===== src/rtl/pdm_audio_pkg.sv =====
// Shared widths and helpers for the PDM-to-PCM audio path: CIC decimator
// followed by a 4-bit error-feedback requantiser.
package pdm_audio_pkg;

    localparam int CIC_ORDER = 3;
    localparam int PCM_W     = 16;
    localparam int DAC_W     = 4;
    localparam int ERR_W     = 12;

    // Number of decimation ticks whose output is discarded after reset
    localparam logic [1:0] WARMUP_TICKS = 2'd3;

    function automatic int cic_width(input int decim_log2);
        return CIC_ORDER * decim_log2 + 1;
    endfunction

endpackage


===== src/rtl/dac_noise_shaper.sv =====
// First-order error-feedback requantiser: 16-bit PCM to a 4-bit DAC code whose
// time-average tracks the sample, clamping at top of scale.
module dac_noise_shaper
    import pdm_audio_pkg::*;
(
    input  logic             pixclk,
    input  logic             rst,
    input  logic [PCM_W-1:0] sample,
    output logic [DAC_W-1:0] dac
);

    logic [ERR_W-1:0] r_err;
    logic [PCM_W:0]   w_sum;

    assign w_sum = {1'b0, sample} + {{(PCM_W + 1 - ERR_W){1'b0}}, r_err};

    always_ff @(posedge pixclk or posedge rst) begin
        if (rst) begin
            dac   <= '0;
            r_err <= '0;
        end else if (w_sum[PCM_W]) begin
            // Carry out means the code would exceed full scale: pin both at max
            dac   <= '1;
            r_err <= '1;
        end else begin
            dac   <= w_sum[PCM_W-1 -: DAC_W];
            r_err <= w_sum[ERR_W-1:0];
        end
    end

endmodule


===== src/rtl/pdm_audio_dac.sv =====
// 1-bit PDM in, 16-bit PCM out via a 3rd-order CIC decimator (R = 2^DECIM_LOG2),
// plus a 4-bit noise-shaped code for the board's resistor DAC.
module pdm_audio_dac
    import pdm_audio_pkg::*;
#(
    parameter int DECIM_LOG2 = 6
) (
    input  logic             pixclk,
    input  logic             rst,
    input  logic             pdm_in,
    output logic [PCM_W-1:0] sample,
    output logic             sample_valid,
    output logic [DAC_W-1:0] dac
);

    localparam int G = CIC_ORDER * DECIM_LOG2;
    localparam int W = cic_width(DECIM_LOG2);

    localparam logic [W-1:0] SAT_MAX = {1'b0, {G{1'b1}}};

    logic                  r_pdm_q;
    logic [W-1:0]          r_i1, r_i2, r_i3;
    logic [W-1:0]          r_d0, r_d1, r_d2;
    logic [W-1:0]          r_c1, r_c2, r_c3;
    logic [DECIM_LOG2-1:0] r_decim_cnt;
    logic [1:0]            r_warmup;
    logic [CIC_ORDER-1:0]  r_stage;  // which comb stage the current tick occupies
    logic [CIC_ORDER-1:0]  r_keep;   // that tick arrived after warmup

    logic                  w_tick;
    logic                  w_warm_done;
    logic [PCM_W-1:0]      w_sample;

    assign w_tick      = (r_decim_cnt == {DECIM_LOG2{1'b1}});
    assign w_warm_done = (r_warmup == WARMUP_TICKS);
    // The comb result tops out at exactly 2^G, one code above what G bits hold
    assign w_sample    = (r_c3 > SAT_MAX) ? {PCM_W{1'b1}} : r_c3[G-1 -: PCM_W];

    // NOTE: non-blocking assignments make every stage read the pre-edge value of
    // the stage before it, which is exactly the integrator/comb pipeline wanted.
    always_ff @(posedge pixclk or posedge rst) begin
        if (rst) begin
            r_pdm_q      <= 1'b0;
            r_i1         <= '0;
            r_i2         <= '0;
            r_i3         <= '0;
            r_d0         <= '0;
            r_d1         <= '0;
            r_d2         <= '0;
            r_c1         <= '0;
            r_c2         <= '0;
            r_c3         <= '0;
            r_decim_cnt  <= '0;
            r_warmup     <= '0;
            r_stage      <= '0;
            r_keep       <= '0;
            sample       <= '0;
            sample_valid <= 1'b0;
        end else begin
            r_pdm_q     <= pdm_in;
            // Integrators wrap freely; the combs cancel the wrap exactly
            r_i1        <= r_i1 + W'(r_pdm_q);
            r_i2        <= r_i2 + r_i1;
            r_i3        <= r_i3 + r_i2;
            r_decim_cnt <= r_decim_cnt + DECIM_LOG2'(1);
            r_stage     <= {r_stage[CIC_ORDER-2:0], w_tick};
            r_keep      <= {r_keep[CIC_ORDER-2:0], w_tick && w_warm_done};

            if (w_tick) begin
                r_c1 <= r_i3 - r_d0;
                r_d0 <= r_i3;
                if (!w_warm_done) begin
                    r_warmup <= r_warmup + 2'd1;
                end
            end
            if (r_stage[0]) begin
                r_c2 <= r_c1 - r_d1;
                r_d1 <= r_c1;
            end
            if (r_stage[1]) begin
                r_c3 <= r_c2 - r_d2;
                r_d2 <= r_c2;
            end

            sample_valid <= r_stage[2] && r_keep[2];
            if (r_stage[2] && r_keep[2]) begin
                sample <= w_sample;
            end
        end
    end

    dac_noise_shaper u_shaper (
        .pixclk (pixclk),
        .rst    (rst),
        .sample (sample),
        .dac    (dac)
    );

endmodule


===== config.mk =====
export PLATFORM = sky130hd
export DESIGN_NAME = pdm_audio_dac
export DESIGN_NICKNAME = d
export VERILOG_FILES = /design/src/rtl/pdm_audio_pkg.sv /design/src/rtl/dac_noise_shaper.sv /design/src/rtl/pdm_audio_dac.sv
export SDC_FILE = /design/constraint.sdc
export NUM_CORES = 1
export LEC_CHECK = 0
export CAP_MARGIN = 10
export CORE_UTILIZATION = 43
export DETAILED_ROUTE_END_ITERATION = 10
export PLACE_DENSITY = 0.6
export RECOVER_POWER = 100
export SLEW_MARGIN = 20
export SYNTH_ARGS = -nofsm -noshare
export SYNTH_HDL_FRONTEND = slang
export SYNTH_HIERARCHICAL = 1
export SYNTH_SLANG_ARGS = --single-unit

===== constraint.sdc =====
create_clock -name pixclk -period 10.03 [get_ports pixclk]
set_input_delay 1.003 -clock pixclk [delete_from_list [all_inputs] [get_ports pixclk]]
set_output_delay 1.003 -clock pixclk [all_outputs]
set_load 0.1 [all_outputs]

==> impl_results.md <==
- Status: complete, but fails checks
- Violated checks: max-capacitance violations, max-slew violations
- Worst Tran Pin Value: 3.43 ns
- Max-cap violations: 5
- Worst-Skew Late Latency: 0.52 ns
- Root Driver: clkbuf_16
- Port Buf Inserts: 23
- Synthesized cell area: 0.0123 mm2
- CP Data Arrival Time: 4.81 ns
- Final setup viols: 0
- Setup Skew: 0.0188 ns
- Largest net degree at the start of global routing: 137
- Sequential cell area fraction in the yosys report: 44.3%
- Hold Crit Class: register to register
- Post-route minimum period: 4.96 ns
- Top-count cell post-synth: dfrtp_1
- Initial Util: 43.9%
- Post-DR wirelength/cell: 12.8 um
- Top post-synthesis cells by count: 217 x dfrtp_1, 137 x nand2_1, 106 x ha_1
- Setup Buffers After CTS: 0
- Slew Viols, Final: 267
- Cell variety after synth: 66
- GRT Total Usage: 15.8%
- Final #Nets: 1404
- GR Overflow Total: 0
- Die height: 171 um
- Setup_tns: 0 ns
- Post-route ant nets: 0
- Row count: 61
- Die area: 0.0292 mm2
- Inserted Clock Buffers: 25
- First-pass GRT wire length: 38700 um
- Reg clk slew, reported paths: 0.05 ns
- DP HPWL: 15300 um
- Worst hold slack: 0.353 ns
- Antenna diodes: 0
- CP Max Fanout: 136
- Register bit total from synthesis: 217
- Power Dens Cells: 201 mW/mm2
- Yosys top cell area share: 44.3%
- Fillers: 2710
- Startpoint types: input pin
- Post-Route WL: 21500 um
- Detailed-route via count: 8568
- DR pass1 iterations: 4
- Die W: 171 um
- Unrepaired setup endpoints after global routing: false
- CTS resizes: 0
- Final instance area: 0.0136 mm2
- Number of remaining DRC errors: 0
- Slew Limit Headroom: -129%
- Vias in the first global route: 8450
- Clock sinks: 217
- Worst Path Required: 9.88 ns
- FFs w/ async S/R, synth: 100%
- Clock tree buffer depth: 3
- Synth warnings: 6
- Crit. End Element: async pin
- Setup crit start: rst
- Placed insts: 1640
- Peak supply drop: 0.199 mV
- HP Start: r_keep[0]
- 1st-iter DRT viols: 439
- CTS tree: done
- Crit path kind: input pin to async pin
- # IOs: 24
- Htree depth: 1
- Syn avg cell area: 9.70 um2
- P&R area growth vs syn: 11.0%
- Post-Syn Nets: 1379
- Vias per cell: 5.08
- Ranking of synthesized cells by area: dfrtp_1 44%, ha_1 11%, xnor2_1 4.6%
- Final hold viol count: 0
- Antenna violations before repair: 0
- Layout cells sized above 1: 5.13%
- Finished Layout Cells: 1685
- Main synth FF type: dfrtp_1
- Gate Count Post-Synth: 1264
- FMAX: 0.201 GHz
- Reg2reg start: r_decim_cnt[0]
- Hold-fix buffers, CTS: 0
- Routability cong.: 0.809
- Crit share post-route: 49.5%
- Core area: 0.0279 mm2
- Static leakage power: 6.64 nW
- Post-synth EDFFs: 0
- Area after DPL: 0.0129 mm2
- Final Total Pwr: 2.73 mW
- Cell taking the most area after synthesis: dfrtp_1
-- through the flow --
stage          utilization, %  setup WS (ns)
2_1_floorplan               -           3.54
3_3_place_gp             46.1           6.87
3_5_place_dp             46.1           6.87
4_1_cts                  48.9           6.86
5_1_grt                  48.7           4.11
6_report                 48.7           5.07
-- worst paths after layout --
path / slack (ns) / to / depth (start not counted)
setup / recovery: 5.07 / r_i2[9] / 3
hold / removal: 0.35 / r_keep[1] / 0
setup reg to reg: 6.43 / r_c1[18] / 9
hold reg to reg: 0.35 / r_keep[1] / 0
max in group pixclk: 6.43 / r_c1[18] / 9
min in group asynchronous: 1.15 / u_shaper/r_err[1] / 2
-- cell usage in the layout, fill, tap and decap left out, types with 25 or more instances in the layout --
master     instances
o21ai_0          107
nor2_1            91
clkbuf_16         25
xor2_1            36
dfrtp_1          216
nand2_1          137
xnor2_1           65
a21o_1            43
ha_1             106
inv_1             87
a21oi_1           92
-- sequential cells by signal, indices dropped and copies added, names as in the netlist, 4 cells and up --
register and cells:
r_c1 19, r_c2 19, r_c3 17, r_d0 19, r_d1 19, r_d2 19
r_decim_cnt 6, r_i1 19, r_i2 19, r_i3 19, sample 16, u_shaper/dac 4
u_shaper/r_err 12
-- power breakdown --
group	leakage (nW)	total [mW]	internal (mW)	switching, mW
combinational	3.30	0.846	0.387	0.459
sequential	2.95	1.02	0.952	0.0661
clock	0.389	0.867	0.522	0.345
-- final cells by class --
class | count | area (um2) | share of cell area [%]
multi-input combinational | 929 | 6330 | 46.5
sequential | 217 | 5430 | 39.9
clock buffer | 39 | 728 | 5.35
tap | 378 | 473 | 3.48
inverter | 88 | 338 | 2.48
timing repair buffer | 28 | 249 | 1.83
clock inverter | 6 | 58.8 | 0.432
-- critical path, cell delays in order --
cell and delay, ns:
dlygate4sd3_1 0.62, inv_8 0.62, clkbuf_1 2.48
-- kinds of logic (layout without fill, tap and decap cells) --
| kind of cell | count (synthesis) | count (layout) | synth area share, % |
|---|---|---|---|
| AND/OR/NAND/NOR | 334 | 334 | 12.1 |
| flip-flops | 217 | 217 | 44.3 |
| adder cells (fa/ha/maj) | 112 | 112 | 11.8 |
| AO/OA/AOI/OAI | 357 | 357 | 18.6 |
| XOR/XNOR | 101 | 101 | 7.22 |
| multiplexers | 25 | 25 | 2.29 |
| buffers and inverters | 118 | 161 | 3.68 |
-- per-layer routing --
metal | routed length (um) | vias up | track usage [%]
li1 | - | 4485 | -
met1 | 10200 | 3979 | 19.8
met2 | 10400 | 70 | 28.6
met3 | 503 | 34 | 2.24
met4 | 457 | 0 | 3.77
met5 | 0 | - | 0
(Power assumes the default switching activity.)
